File: config.mk
export PLATFORM = sky130hd
export DESIGN_NAME = shift_sequencer
export DESIGN_NICKNAME = d
export VERILOG_FILES = /design/src/rtl/shift_sequencer.sv
export SDC_FILE = /design/constraint.sdc
export NUM_CORES = 1
export LEC_CHECK = 0
export ABC_CLOCK_PERIOD_IN_PS = 2420
export BUFFER_PORTS_ARGS = -buffer_cell sky130_fd_sc_hd__buf_4
export CORE_MARGIN = 2
export CORE_UTILIZATION = 49
export DETAILED_ROUTE_END_ITERATION = 16
export MAX_ROUTING_LAYER = met4
export PLACE_DENSITY = 0.87
export SLEW_MARGIN = 20
export SYNTH_ARGS = -nofsm -noshare
export SYNTH_HDL_FRONTEND = slang
export SYNTH_SLANG_ARGS = --single-unit
File: constraint.sdc
create_clock -name clk -period 2.42 [get_ports clk]
set_clock_uncertainty 0.2 [all_clocks]
set_input_delay 0.363 -clock clk [delete_from_list [all_inputs] [get_ports clk]]
set_output_delay 0.363 -clock clk [all_outputs]
set_load 0.005 [all_outputs]
File: src/rtl/shift_sequencer.sv
// Iterative shift unit: one handshaked command, one step per clock, result held until taken.
// Optional SHIFT_SEQ_FASTSTEP_EN: 4-bit steps while the remaining count is >= 4.
module shift_sequencer #(
  parameter int WIDTH = 32,
  parameter int AMT_W = 5
) (
  input  logic             clk,
  input  logic             rst,
  input  logic             start_valid,
  output logic             start_ready,
  input  logic [WIDTH-1:0] a,
  input  logic [AMT_W-1:0] shamt,
  input  logic             op1,
  input  logic             op2,
  output logic             done_valid,
  input  logic             done_ready,
  output logic [WIDTH-1:0] res,
  output logic             busy
);

  typedef enum logic [1:0] {
    IDLE  = 2'd0,
    SHIFT = 2'd1,
    DONE  = 2'd2
  } state_t;

  localparam logic [AMT_W-1:0] ONE  = AMT_W'(1);
  localparam logic [AMT_W-1:0] ZERO = '0;

  state_t           r_state;
  state_t           w_state_nxt;
  logic [WIDTH-1:0] r_res;
  logic [AMT_W-1:0] r_count;
  logic [1:0]       r_op;
  logic [AMT_W-1:0] w_step;
  logic [AMT_W-1:0] w_count_nxt;
  logic [WIDTH-1:0] w_shifted;
  logic             w_accept;

`ifdef SHIFT_SEQ_FASTSTEP_EN
  localparam logic [AMT_W-1:0] FOUR = AMT_W'(4);
  // Coarse steps first; the last few bits go one at a time, so count never underflows.
  assign w_step = (r_count >= FOUR) ? FOUR : ONE;
`else
  assign w_step = ONE;
`endif

  assign w_count_nxt = r_count - w_step;
  assign w_accept    = start_valid && (r_state == IDLE);

  always_comb begin
    w_shifted = r_res << w_step;
    unique case (r_op)
      2'b01:   w_shifted = r_res >> w_step;
      2'b10:   w_shifted = $signed(r_res) >>> w_step;
      default: w_shifted = r_res << w_step;
    endcase
  end

  always_comb begin
    w_state_nxt = r_state;
    unique case (r_state)
      IDLE: begin
        if (start_valid) begin
          w_state_nxt = (shamt == ZERO) ? DONE : SHIFT;
        end
      end
      SHIFT: begin
        if (w_count_nxt == ZERO) begin
          w_state_nxt = DONE;
        end
      end
      DONE: begin
        if (done_ready) begin
          w_state_nxt = IDLE;
        end
      end
      default: w_state_nxt = IDLE;
    endcase
  end

  always_ff @(posedge clk or posedge rst) begin
    if (rst) begin
      r_state <= IDLE;
    end else begin
      r_state <= w_state_nxt;
    end
  end

  always_ff @(posedge clk or posedge rst) begin
    if (rst) begin
      r_res   <= '0;
      r_count <= '0;
      r_op    <= '0;
    end else if (w_accept) begin
      r_res   <= a;
      r_count <= shamt;
      r_op    <= {op2, op1};
    end else if (r_state == SHIFT) begin
      r_res   <= w_shifted;
      r_count <= w_count_nxt;
    end
  end

  assign start_ready = (r_state == IDLE);
  assign done_valid  = (r_state == DONE);
  assign busy        = (r_state != IDLE);
  assign res         = r_res;

endmodule
==> impl_metrics.json, run 1 <==
{
  "rows": 24,
  "synth_top_area_cell": "dfrtp_1",
  "outcome": "finished clean",
  "timing.critical_path.buf_inv": 1,
  "cp_top_family": "simple AND/OR/NAND/NOR gates",
  "synth_cells": 245,
  "slowest_delay_ns": 0.55,
  "startpoint_type": "register",
  "antenna_found_initial": 0,
  "num_antenna_cells": 0,
  "ir_worst_vdd_mv": 1.10,
  "whs_ns": 0.00177,
  "grt_pass1_vias": 2098,
  "power_density_nw_per_um2": 1500,
  "finalSetupTns_ns": 0,
  "clockBufferDepth": 2,
  "h-tree-depth": 2,
  "die_w_um": 70.8,
  "insertion_delay_ns": 0.29,
  "crit_path_cell_trace": "inv_1 > ha_1 > nor2_4 > a221oi_1 > o21ai_0",
  "post_cts_buffers": 0,
  "required_ns": 2.42,
  "clock_sinks": 41,
  "drt_iter0_drc": 195,
  "area_delta_synth_final_pct": 33.6,
  "min_period_over_period": 0.831,
  "numCtsBuffers": 5,
  "hold_path_class": "in -> async",
  "yosysMostFrequentCell": "o21ai_0",
  "yosys-top-cells-area": "dfrtp_1, a221oi_1, o21ai_0",
  "num_io_pins": 78,
  "worstSetupPathType": "reg -> reg",
  "multi_input_comb_area_sq_um": 1060,
  "yosysTopAreaCellShare": 0.470,
  "hold_buffers": 0,
  "arrival_ns": 2.01,
  "synth_area_sq_um": 2180,
  "drc": 0,
  "yosysUniqueCellTypes": 33,
  "n_fill_cell": 384,
  "ant_nets": 0,
  "async_reset_ff_frac": 1.00,
  "cp-end-kind": "register",
  "synth_edf_count": 0,
  "register_area_sq_um": 1030,
  "yosys_warnings": 0,
  "syn_nets": 292,
  "finalSetupViolations": 0,
  "wirelength_mm": 5.87,
  "synth_commonest_cells": "o21ai_0, dfrtp_1, nand2_1",
  "cts.clk_slew.worst_paths_ns": 0.08,
  "post_cts_resize_count": 0,
  "dieArea_sq_um": 5010,
  "portBuffers": 77,
  "final_max_slew_viol_count": 0,
  "max-cap-violations": 0,
  "nNetsFinal": 364,
  "via_per_inst": 6.03,
  "synth_seq_cells": 41,
  "max_slew_margin": 0.558,
  "final_layout_size_suffix_gt1_frac": 0.302,
  "period_needed_ns": 2.01,
  "grt-ovfl-total": 0,
  "cts_tree": "built",
  "finalHoldViolCount": 0,
  "total_leakage_power_nw": 1.32,
  "drt-pass1-iter-count": 4,
  "synth-main-ff-cell": "dfrtp_1",
  "place_congestion": 0.871,
  "tightest_slew_ns": 0.661,
  "avgSynthCellArea_sq_um": 8.91,
  "worst_r2r_endpoint": "res[30]",
  "hpwl_mm": 4.06,
  "die_height_um": 70.8,
  "grt_max_degree": 42,
  "design.core.area_sq_um": 4320,
  "regToRegStartpoint": "r_op[0]",
  "start_util": 0.505,
  "crit_slowest_cell": "nor2_4",
  "ys_seq_area_frac": 0.470,
  "grt_first_pass_wirelength_mm": 9.63,
  "rrSetupSlack_ns": 0.41,
  "fmax_mhz": 497,
  "wl_per_cell_um": 15.9,
  "vias": 2230,
  "root_buffer": "clkbuf_8",
  "rr_worst_depth": 5,
  "crit_fanout": 31,
  "grt_use_total": 0.244,
  "rsz0062_at_grt": "false"
}
-- flip-flops by register name (all words and copies together), names as in the netlist --
name,cells
r_state,2
r_count,5
r_op,2
res,32
-- layout by cell type (no fill, tap or decap), drive strengths merged, types with 3 or more instances in the layout --
cell type	synthesis	final
buf	7	85
o21ai	66	66
clkbuf	13	7
a221oi	30	30
a221o	3	3
ha	4	4
nor2	11	11
nor3	4	4
dfrtp	41	41
nand2	36	36
inv	7	7
-- area by class of cell --
| class | count | area share |
|---|---|---|
| Sequential cell | 41 | 0.352 |
| Multi-Input combinational cell | 177 | 0.364 |
| Clock buffer | 7 | 0.0330 |
| Clock inverter | 1 | 0.00172 |
| Timing Repair Buffer | 85 | 0.219 |
| Tap cell | 52 | 0.0223 |
| Inverter | 7 | 0.00901 |
-- report_power, final --
part | switching [mW] | internal (mW)
logic | 1.26 | 1.17
registers | 0.397 | 1.05
clock network | 0.232 | 0.258
-- metrics by stage --
stage	power (mW)	cells	setup WS, ns	cell area, sq um	utilization
2_1_floorplan	2.96	245	0.700	2180	-
3_3_place_gp	3.76	362	0.229	2810	0.650
3_5_place_dp	3.87	362	0.125	2810	0.650
4_1_cts	4.37	370	0.0356	2910	0.674
5_1_grt	4.74	370	0.279	2920	0.675
6_report	4.38	370	0.409	2920	0.675
-- routing by layer --
metal,vias to the layer above,wire [um],track usage
met2,97,3000,0.399
met5,-,0,-
li1,1056,-,-
met4,0,55,0.0671
met3,7,402,0.0413
met1,1070,2410,0.315
-- cells by family (layout without fill, tap and decap cells) --
family / Yosys count / after routing / share of synthesized area
mux: 1 / 1 / 0.00458
simple gates: 63 / 63 / 0.132
fa+ha+maj: 4 / 4 / 0.0229
buf+inv: 27 / 100 / 0.0504
xor+xnor: 1 / 1 / 0.00401
flops: 41 / 41 / 0.470
compound gates: 108 / 108 / 0.316
-- worst max-delay path by stage --
stage / depth (start not counted) / endpoint / startpoint / slack, ns
3_3_place_gp: 5 / res[17] / r_op[0] / 0.23
5_1_grt: 5 / res[30] / r_op[0] / 0.28
2_1_floorplan: 6 / r_state[0] / r_count[0] / 0.70
6_report: 5 / res[30] / r_op[0] / 0.41
4_1_cts: 5 / res[30] / r_op[0] / 0.04
3_5_place_dp: 5 / res[30] / r_op[0] / 0.12
-- worst reg2reg max path, stage by stage (launching register included) --
cell	delay, ns
dfrtp_1	0.36
inv_1	0.06
ha_1	0.34
nor2_4	0.55
a221oi_1	0.19
o21ai_0	0.22
(Power assumes the default switching activity.)
==> inputs of run 2 (changes only) <==
ABC_AREA = 1   (was not set)
ABC_CLOCK_PERIOD_IN_PS = 2000   (was 2420)
CORE_UTILIZATION = 51   (was 49)
PLACE_DENSITY = 0.88   (was 0.87)
clock period = 2 ns   (was 2.42 ns; I/O delays follow)
==> run 2 against run 1 <==
Final cell count is 25% higher; combinational power is 33% higher; critical path type unchanged; non-clock buffer count stayed put; critical path depth is 1 higher; die area is 6.2% higher; worst hold slack better by 0.010 ns; sequential cell count stayed put.
==> impl_metrics.json, run 2 <==
{
  "cts_tree": "built",
  "crit_path_cell_trace": "nor2_4 > nand2_4 > nand2_4 > inv_2 > nand2_1 > o21ai_1",
  "clock_sinks": 41,
  "ys_seq_area_frac": 0.424,
  "min_period_over_period": 0.896,
  "tightest_slew_ns": 0.529,
  "p_int_mw": 3.04,
  "synth_commonest_cells": "nand2_1, o21ai_0, inv_1",
  "grt_max_degree": 42,
  "synth_seq_cells": 41,
  "rsz0062_at_grt": "false",
  "finalSetupViolations": 0,
  "hold_path_class": "in -> reg",
  "required_ns": 1.98,
  "placed_area_sq_um": 3030,
  "avgSynthCellArea_sq_um": 7.29,
  "dieArea_sq_um": 5310,
  "finalSetupTns_ns": 0,
  "synth_edf_count": 0,
  "wirelength_mm": 6.51,
  "synth_area_sq_um": 2420,
  "die_w_um": 72.9,
  "syn_nets": 379,
  "num_io_pins": 78,
  "grt_pass1_vias": 2424,
  "yosys-top-cells-area": "dfrtp_1, nand2_1, o21ai_0",
  "period_needed_ns": 1.79,
  "crit_path_frequent_cell": "nand2_4",
  "arrival_ns": 1.77,
  "largest_reg_flops": 32,
  "fmax_mhz": 558,
  "total_leakage_power_nw": 1.56,
  "crit_fanout": 26,
  "outcome": "finished clean",
  "total_power_mw": 5.54,
  "synth_cells": 332,
  "nNetsFinal": 453,
  "final_cell_mix": "buf_4, nand2_1, o21ai_0",
  "yosysTopAreaCellShare": 0.424,
  "finalHoldViolCount": 0,
  "slowest_delay_ns": 0.41,
  "antenna_found_initial": 0,
  "area_delta_synth_final_pct": 31.5,
  "clockBufferDepth": 2,
  "root_buffer": "clkbuf_8",
  "grt_use_total": 0.267,
  "drt-pass1-iter-count": 4,
  "p_sw_frac": 0.451,
  "numCtsBuffers": 5,
  "drt_iter0_drc": 194,
  "rows": 25,
  "drc": 0,
  "place_congestion": 0.845,
  "final_layout_size_suffix_gt1_frac": 0.243,
  "power_density_nw_per_um2": 1740,
  "cp-end-kind": "register",
  "worstSetupPathType": "reg -> reg",
  "hpwl_mm": 4.60,
  "vias": 2539,
  "cts.clk_slew.worst_paths_ns": 0.08,
  "start_util": 0.519,
  "pre_cts_ws_ns": 0.219,
  "startpoint_type": "register",
  "num_antenna_cells": 0,
  "clockPowerShare": 0.143,
  "yosys_warnings": 0,
  "final_common_cell": "buf_4",
  "fin_area_sq_um": 3180,
  "fin_ws_ns": 0.208,
  "wl_per_cell_um": 14.1,
  "portBuffers": 77,
  "design.core.area_sq_um": 4660,
  "grt_first_pass_wirelength_mm": 10.9,
  "via_per_inst": 5.51,
  "combinationalPowerShare": 0.586,
  "insertion_delay_ns": 0.30,
  "grt-ovfl-total": 0,
  "ir_worst_vdd_mv": 0.777,
  "max_slew_margin": 0.648,
  "yosysUniqueCellTypes": 22,
  "ant_nets": 0,
  "yosysMostFrequentCell": "nand2_1",
  "crit_slowest_cell": "dfrtp_1",
  "final_max_slew_viol_count": 0,
  "seqPwrFrac": 0.270,
  "max-cap-violations": 0,
  "h-tree-depth": 2,
  "async_reset_ff_frac": 1.00,
  "die_height_um": 72.9,
  "synth_top_area_cell": "dfrtp_1",
  "p_switching_mw": 2.50,
  "post_cts_buffers": 0,
  "synth-main-ff-cell": "dfrtp_1"
}
==> run 2: metal layers <==
| metal | wire length (um) | vias up | share of wire | GRT usage |
|---|---|---|---|---|
| met3 | 429 | 13 | 0.066 | 0.0483 |
| li1 | - | 1250 | - | - |
| met4 | 91 | 0 | 0.014 | 0.0720 |
| met5 | 0 | - | 0 | - |
| met1 | 2820 | 1171 | 0.43 | 0.345 |
| met2 | 3170 | 105 | 0.49 | 0.433 |
==> run 2: cells by family after synthesis <==
kind of cell / synth area share
simple gates: 0.205
compound gates: 0.234
buf+inv: 0.117
flops: 0.424
fa+ha+maj: 0.0207
==> run 2: metrics by stage <==
step / hold slack, ns / cells / util
finish: 0.0121 / 461 / 0.683
global placement: 0.260 / 452 / 0.651
detailed placement: 0.265 / 452 / 0.651
floorplan: 0.221 / 332 / -
CTS: 0.00892 / 461 / 0.682
global route: 0.0289 / 461 / 0.683
==> run 2: what timing repair did <==
item | CTS | global route
gates resized for setup | 0 | 1
setup endpoints to repair | 0 | 2
hold buffers | 1 | 0
endpoints found under the hold margin | 41 | 0
==> run 2: final timing paths <==
kind / slack (ns) / cells past startpoint / startpoint / endpoint
max in group asynchronous: 0.75 / 4 / rst / res[30]
min in group asynchronous: 0.47 / 4 / rst / res[21]
setup / recovery: 0.21 / 6 / r_state[1] / res[30]
setup reg to reg: 0.21 / 6 / r_state[1] / res[30]
hold / removal: 0.01 / 3 / op1 / r_op[0]
hold reg to reg: 0.32 / 2 / res[8] / res[8]
==> run 2: layout make-up <==
| type | count | area (sq um) |
|---|---|---|
| clock buffer | 5 | 68.8 |
| clock inverter | 3 | 65.1 |
| fill | 388 | 1480 |
| inverter | 46 | 173 |
| multi-input combinational | 227 | 1120 |
| sequential | 41 | 1030 |
| tap | 54 | 67.6 |
| timing repair buffer | 85 | 666 |
==> run 2: power by group through the flow <==
stage	sequential (mW)	combinational, mW	clock, mW
6_report	1.50	3.25	0.794
5_1_grt	1.53	3.67	0.830
4_1_cts	1.49	3.22	0.801
3_5_place_dp	1.50	3.18	0
3_3_place_gp	1.50	3.06	0
2_1_floorplan	1.47	2.21	0
==> run 2: worst max-delay path, delay by kind of cell, from the launching register on <==
kind | cells | cell delay [ns]
AND/OR/NAND/NOR | 4 | 0.73
buffers and inverters | 1 | 0.24
AO/OA/AOI/OAI | 1 | 0.07
flip-flops | 1 | 0.41
